## src/rtl/vload_sequencer.sv

```systemverilog
// Issue-side sequencer for unit-stride vector loads: splits a byte length into
// lane-word read requests, throttles them with outstanding credits, counts returns.
module vload_sequencer #(
   parameter int MaxOutstanding = 4,
   parameter int AddrWidth      = 32,
   parameter int NrLane         = 4,
   parameter int ByteBlock      = 32,
   parameter int IdWidth        = 4,
   parameter int VlenWidth      = 16
) (
   input  logic                 clk_i,
   input  logic                 rst_ni,
   input  logic                 insn_valid_i,
   output logic                 insn_ready_o,
   input  logic [IdWidth-1:0]   insn_id_i,
   input  logic [AddrWidth-1:0] base_addr_i,
   input  logic [VlenWidth-1:0] vlB_i,
   output logic                 mem_req_valid_o,
   input  logic                 mem_req_ready_i,
   output logic [AddrWidth-1:0] mem_req_addr_o,
   output logic                 mem_req_last_o,
   input  logic                 rsp_fire_i,
   output logic                 busy_o,
   output logic                 done_o,
   output logic [IdWidth-1:0]   done_insn_id_o
);

   localparam int WordB = ByteBlock / NrLane;
   localparam int CntW  = VlenWidth + $clog2(NrLane);
   localparam int OutW  = $clog2(MaxOutstanding + 1);
   localparam int VW1   = VlenWidth + 1;

   typedef enum logic [1:0] {IDLE, ISSUE, DRAIN, DONE} state_e;

   state_e               state_q;
   logic [CntW-1:0]      issued_q, returned_q, nbeat_q;
   logic [OutW-1:0]      outst_q;
   logic [AddrWidth-1:0] addr_q;
   logic [IdWidth-1:0]   id_q;

   logic                 accept, req_fire, rsp_ok;
   logic [VlenWidth:0]   blocks;
   logic [CntW-1:0]      nbeat_d, returned_d;
   logic [OutW-1:0]      outst_d;

   assign insn_ready_o    = (state_q == IDLE);
   assign busy_o          = (state_q != IDLE);
   assign done_o          = (state_q == DONE);
   assign done_insn_id_o  = id_q;
   assign mem_req_addr_o  = addr_q;
   assign mem_req_valid_o = (state_q == ISSUE) && (outst_q < OutW'(MaxOutstanding));
   assign mem_req_last_o  = mem_req_valid_o && (issued_q == nbeat_q - CntW'(1));

   assign accept   = insn_valid_i && insn_ready_o;
   assign req_fire = mem_req_valid_o && mem_req_ready_i;
   // Responses outside ISSUE/DRAIN or with no credit in flight are dropped.
   assign rsp_ok   = rsp_fire_i && ((state_q == ISSUE) || (state_q == DRAIN)) && (outst_q != '0);

   // Round up to whole blocks: vlu only pushes once every lane holds a word.
   assign blocks  = (VW1'(vlB_i) + VW1'(ByteBlock - 1)) / VW1'(ByteBlock);
   assign nbeat_d = CntW'(blocks) * CntW'(NrLane);

   assign returned_d = returned_q + CntW'(rsp_ok);

   always_comb begin
      outst_d = outst_q;
      if (req_fire && !rsp_ok)      outst_d = outst_q + OutW'(1);
      else if (!req_fire && rsp_ok) outst_d = outst_q - OutW'(1);
   end

   always_ff @(posedge clk_i or negedge rst_ni) begin
      if (!rst_ni) begin
         state_q    <= IDLE;
         issued_q   <= '0;
         returned_q <= '0;
         outst_q    <= '0;
         nbeat_q    <= '0;
      end else begin
         outst_q    <= outst_d;
         returned_q <= returned_d;
         if (req_fire) issued_q <= issued_q + CntW'(1);
         case (state_q)
            IDLE: begin
               if (accept) begin
                  nbeat_q    <= nbeat_d;
                  issued_q   <= '0;
                  returned_q <= '0;
                  outst_q    <= '0;
                  state_q    <= (nbeat_d == '0) ? DONE : ISSUE;
               end
            end
            ISSUE:   if (req_fire && mem_req_last_o) state_q <= DRAIN;
            DRAIN:   if (returned_d == nbeat_q) state_q <= DONE;
            DONE:    state_q <= IDLE;
            default: state_q <= IDLE;
         endcase
      end
   end

   // Address and id are datapath-only and carry no reset.
   always_ff @(posedge clk_i) begin
      if (accept) begin
         addr_q <= base_addr_i;
         id_q   <= insn_id_i;
      end else if (req_fire) begin
         addr_q <= addr_q + AddrWidth'(WordB);
      end
   end

endmodule

```

## config.mk

```make
export PLATFORM = sky130hd
export DESIGN_NAME = vload_sequencer
export DESIGN_NICKNAME = d
export VERILOG_FILES = /design/src/rtl/vload_sequencer.sv
export SDC_FILE = /design/constraint.sdc
export NUM_CORES = 1
export LEC_CHECK = 0
export ABC_AREA = 1
export CAP_MARGIN = 15
export CORE_MARGIN = 1.5
export CORE_UTILIZATION = 32
export DETAILED_ROUTE_END_ITERATION = 6
export SYNTH_ARGS = -nofsm -noshare
export SYNTH_HDL_FRONTEND = slang
export SYNTH_SLANG_ARGS = --single-unit
```

## constraint.sdc

```tcl
create_clock -name clk_i -period 7.3 [get_ports clk_i]
set_input_delay 2.19 -clock clk_i [delete_from_list [all_inputs] [get_ports clk_i]]
set_output_delay 2.19 -clock clk_i [all_outputs]
set_load 0.02 [all_outputs]
```

==> impl_results.md, run 1 <==
- Status: finished clean
- HP Start: outst_q[2]
- Clock power share: 17.9%
- Synth-to-Final Area Change: 25.0%
- Worst R2R Start: state_q[0]
- Core ar.: 18700 um^2
- DRT Pass-1 Iters: 5
- Worst-skew pair later-pin latency: 0.36 ns
- Setup TNS: 0 ns
- Overall power: 2460 uW
- Placement Setup Slack: 2.48 ns
- Hold EP: outst_q[2]
- CP Class: register to output port
- GRT Util Overall: 16.1%
- Fin. Hold Viols: 0
- Largest family of logic cells by synthesized area: simple AND/OR/NAND/NOR gates
- Internal: 1400 uW
- Switch share: 43.3%
- Routed wire length: 15.5 mm
- Yosys warnings: 0
- CTS Sinks: 89
- Peak fanout along the critical path: 5
- Worst path bufs/invs: 2
- Max Transition Viols Final: 0
- Die ar.: 19900 um^2
- DR vias/cell: 4.67
- Hold buffers post-CTS: 0
- Most frequent CP cell: nand3_1
- Seq/Total Area, Yosys: 39.6%
- Routed Antenna Nets: 0
- Cell taking the most area after synthesis: dfrtp_1
- GRT overflow: 0
- Die W: 141 um
- Num CTS Buffers: 9
- Worst Reg-to-Reg Cells: 20
- Sw Pwr: 1070 uW
- Crit-path leading delay family: simple AND/OR/NAND/NOR gates
- Post-synthesis mux area share: 0%
- Commonest non-fill, non-tap cell in the layout: nand2_1
- Max stage delay cell, worst path: clkdlybuf4s50_1
- DRC: 0
- Post-Synthesis Cells: 850
- Simple-gate share of the synthesized area: 37.6%
- Most frequent cells in the layout: nand2_1, nor2_1, inv_1, clkdlybuf4s50_1, nand3_1
- Initial antenna violation count: 0
- H-tree levels: 3
- Met2 usage: 26.5%
- CP arrival: 2.77 ns
- Final worst slack: 2.34 ns
- RSZ-0062 raised after global routing: no
- Distinct cells, synth: 38
- Adder-Cell Fraction of Synth Area: 2.67%
- Crit path depth: 10
- Met1 usage: 21.5%
- Top FF cell, synth: dfrtp_1
- Final period utilization: 67.9%
- Rel. slew slack: 40.2%
- Global Route met3 Usage: 2.79%
- RD Place Congestion: 0.872
- Max clock buf depth: 2
- CP Capture Type: output port
- Vias in the first global route: 5207
- Flop2flop setup slack: 4.32 ns
- Reg clk slew, reported paths: 0.06 ns
- Final setup fails: 0
- Vias: 5543
- Yosys reg bits: 89
- Worst min-delay path category: register to register
- FP Rows: 50
- Number of max-cap violations: 0
- Worst Tran Pin Value: 0.898 ns
- Peak VDD IR: 0.000123 V
- Max Freq: 202 MHz
- Clk_skew: 0.00778 ns
- Hold path cells: 1
- Critical path data required time: 5.11 ns
- CP Launch Type: register
- Number of diodes: 0
- Most used routing layer: met2
- PD cells: 324 nW/um^2
- Root Driver: clkbuf_16
- Pin count of the biggest net entering global routing: 60
- Leakage Power: 0.00354 uW
- Synth Area in Compound Gates: 6.60%
- Worst reg2reg endpoint: state_q[1]
- Setup Fix Bufs, Post-CTS: 0
- # resized after CTS: 0
- Fin crit period: 4.96 ns
- Critical-path cell list: inv_2, ha_1, nand3_1, nor2_2, nand3_1, o21ai_0, nand3_1, nor2_1, and3_1, clkdlybuf4s50_1
- Combinational share of power: 45.3%
- CTS tree: yes
- Area share of the largest cell type after synthesis: 21.8%
- Initial DRC Count: 309
- First-pass GRT wire length: 25.5 mm
- Nets@finish: 1018
- Sequential Power Share: 36.9%
- Ys async rst share: 59.6%
- Post-synthesis xor/xnor area fraction: 5.47%
- # IOs: 98
- Fraction of layout cells with a size suffix above 1: 7.03%
- Syn Nets: 920
- Post-synth EDFFs: 36
- Max stage delay on crit path: 0.62 ns
- DP HPWL: 11.8 mm
- WL/cell: 13.1 um
- Netlist Area Pre-Place: 6080 um^2
- Avg Inst Size Synth: 7.16 um^2
- Synth area leaders: dfrtp_1, edfxtp_1, nand2_1
- Port bufs: 97
- Die Height: 141 um
- Initial Util: 32.5%
==> power by group through the flow <==
stage | Clock [uW] | Sequential, uW | Combinational [uW]
CTS | 450 | 908 | 1130
global placement | 0 | 918 | 1120
global route | 472 | 931 | 1250
floorplan | 0 | 959 | 644
finish | 440 | 908 | 1110
detailed placement | 0 | 917 | 1130
==> per-layer routing <==
layer | routed length (um) | vias to the layer above
met5 | 0 | -
met3 | 483 | 18
li1 | - | 2904
met2 | 7200 | 105
met1 | 7550 | 2516
met4 | 287 | 0
==> logic make-up after synthesis <==
logic type	after synthesis
compound gates	76
xor+xnor	38
fa+ha+maj	13
buf+inv	131
flops	89
simple gates	503
==> registers in the layout, indices dropped and copies added, names as in the netlist <==
signal / flops
outst_q: 3
state_q: 2
returned_q: 18
done_insn_id_o: 4
nbeat_q: 12
issued_q: 18
mem_req_addr_o: 32
==> Yosys cell counts, types with 5 or more instances <==
cell,number
a21oi_1,25
clkbuf_1,13
dfrtp_1,53
edfxtp_1,36
ha_1,13
inv_1,106
inv_2,11
nand2_1,256
nand2_2,8
nand3_1,61
nand3b_1,5
nand4_1,22
nor2_1,107
nor2_2,6
nor2_4,5
nor3_1,11
o21ai_0,37
xnor2_1,9
xor2_1,29
==> final cells by class <==
class / count / area [um^2]
fillers: 1922 / 11100
clock inverters: 6 / 41.3
repair buffers: 101 / 1010
multi-input cells: 630 / 3190
clock buffers: 10 / 229
well taps: 234 / 293
inverters: 117 / 439
flip-flops and latches: 89 / 2410
==> worst max-delay path by stage <==
stage | start | endpoint
finish | nbeat_q[2] | mem_req_last_o
global route | nbeat_q[2] | mem_req_last_o
global placement | rsp_fire_i | state_q[1]
CTS | nbeat_q[2] | mem_req_last_o
floorplan | rsp_fire_i | state_q[0]
detailed placement | rsp_fire_i | state_q[1]
==> through the flow <==
step                std cells  instance area (um^2)  hold slack (ns)  util, %
detailed placement       1171                  7330            0.482     39.2
global route             1187                  7600            0.510     40.7
floorplan                 850                  6080            0.454        -
finish                   1187                  7600            0.490     40.7
global placement         1171                  7330            0.472     39.2
CTS                      1187                  7600            0.491     40.7
(Power assumes the default switching activity.)
==> inputs of run 2 (changes only) <==
==> constraint.sdc (replaced) <==
create_clock -name clk_i -period 4.3 [get_ports clk_i]
set_input_delay 1.29 -clock clk_i [delete_from_list [all_inputs] [get_ports clk_i]]
set_output_delay 1.29 -clock clk_i [all_outputs]
set_load 0.02 [all_outputs]
==> impl_results.md, run 2 (synthesized netlist as in run 1, its figures left out) <==
- Status: finished clean
- Hold path cells: 1
- Sw Pwr: 1810 uW
- DRC: 0
- Pin count of the biggest net entering global routing: 75
- # IOs: 98
- Rel. slew slack: 39.8%
- Initial Util: 32.5%
- Most frequent cells in the layout: nand2_1, nor2_1, inv_1, clkdlybuf4s50_1, nand3_1
- Max Transition Viols Final: 0
- Num CTS Buffers: 9
- H-tree levels: 3
- First-pass GRT wire length: 25.8 mm
- Worst reg2reg endpoint: state_q[0]
- Flip-flop count of the largest register after layout: 32
- Port bufs: 97
- Final instance area: 7660 um^2
- CP Capture Type: output port
- Synth-to-Final Area Change: 25.9%
- CP arrival: 2.77 ns
- CP Launch Type: register
- Commonest non-fill, non-tap cell in the layout: nand2_1
- Worst Reg-to-Reg Cells: 20
- RSZ-0062 raised after global routing: no
- Combinational share of power: 44.0%
- Max clock buf depth: 2
- Worst-skew pair later-pin latency: 0.35 ns
- Switch share: 42.0%
- Fin. Hold Viols: 0
- FP Rows: 50
- Max Freq: 246 MHz
- Flop2flop setup slack: 1.38 ns
- Worst Tran Pin Value: 0.904 ns
- Number of diodes: 0
- HP Start: outst_q[2]
- Worst min-delay path category: register to register
- Fillers: 1959
- WL/cell: 13.3 um
- Leakage Power: 0.00356 uW
- Hold buffers post-CTS: 0
- Die W: 141 um
- Setup Fix Bufs, Post-CTS: 0
- Fin crit period: 4.06 ns
- GRT overflow: 0
- Routed Antenna Nets: 0
- Routed wire length: 15.8 mm
- DP HPWL: 11.9 mm
- Die Height: 141 um
- Final setup fails: 0
- Critical path data required time: 3.01 ns
- Nets@finish: 1018
- Initial DRC Count: 279
- Vias: 5608
- GRT Util Overall: 16.3%
- Reg clk slew, reported paths: 0.07 ns
- DR vias/cell: 4.72
- Root Driver: clkbuf_16
- Number of max-cap violations: 0
- Peak VDD IR: 0.000233 V
- Vias in the first global route: 5317
- Hold Slack: 0.485 ns
- Fraction of layout cells with a size suffix above 1: 6.93%
- Sequential Power Share: 35.8%
- Peak fanout along the critical path: 5
- CTS Sinks: 89
- Initial antenna violation count: 0
- Internal: 2500 uW
- DRT Pass-1 Iters: 4
- Final period utilization: 94.4%
- CP Class: register to output port
- Core ar.: 18700 um^2
- Post-DP Area: 7330 um^2
- Clk_skew: 0.0112 ns
- Setup TNS: 0 ns
- RD Place Congestion: 0.871
- PD cells: 563 nW/um^2
- # resized after CTS: 0
- Worst R2R Start: state_q[0]
- Clock power share: 20.2%
- Die ar.: 19900 um^2
- Hold EP: outst_q[2]
- CTS tree: yes
-- run 2: layout make-up --
type | instances | area, um^2 | area share, %
sequential | 89 | 2410 | 31.4
multi-input combinational | 630 | 3190 | 41.6
inverter | 117 | 439 | 5.73
clock inverter | 4 | 77.6 | 1.01
clock buffer | 12 | 246 | 3.22
timing repair buffer | 101 | 1010 | 13.2
tap | 234 | 293 | 3.82
-- run 2: worst max-delay path by stage --
| stage | startpoint | to | slack (ns) | cells past startpoint |
|---|---|---|---|---|
| floorplan | rsp_fire_i | state_q[0] | 1.24 | 19 |
| global placement | rsp_fire_i | state_q[0] | 0.50 | 20 |
| detailed placement | rsp_fire_i | state_q[0] | 0.45 | 20 |
| CTS | nbeat_q[2] | mem_req_last_o | 0.24 | 10 |
| global route | nbeat_q[2] | mem_req_last_o | 0.02 | 10 |
| finish | nbeat_q[2] | mem_req_last_o | 0.24 | 10 |
-- run 2: stage by stage --
step	instances	util [%]	power (uW)	setup slack [ns]
after floorplan	850	-	2720	1.24
after global placement	1171	39.2	3440	0.498
after detailed placement	1171	39.2	3470	0.448
after CTS	1187	40.9	4360	0.237
after global routing	1187	40.9	4650	0.0192
final	1187	40.9	4310	0.242
-- run 2: layer usage --
layer,wire length [um],global-route usage [%],vias to the layer above
met3,548,2.11,24
li1,-,-,2915
met1,7510,21.5,2556
met5,0,0,-
met4,371,6.91,0
met2,7350,27.1,113
-- run 2: worst max-delay path: stages (launching register included) --
cell             delay, ns
dfrtp_1               0.42
inv_2                 0.12
ha_1                  0.19
nand3_1               0.15
nor2_2                0.24
nand3_1               0.12
o21ai_0               0.10
nand3_1               0.11
nor2_1                0.14
and3_1                0.21
clkdlybuf4s50_1       0.62
-- run 2: power by group through the flow --
stage	Combinational (uW)	Sequential, uW	Clock (uW)
after detailed placement	1910	1550	0
after global placement	1890	1550	0
after global routing	2140	1580	922
after CTS	1920	1540	896
after floorplan	1090	1630	0
final	1900	1540	870
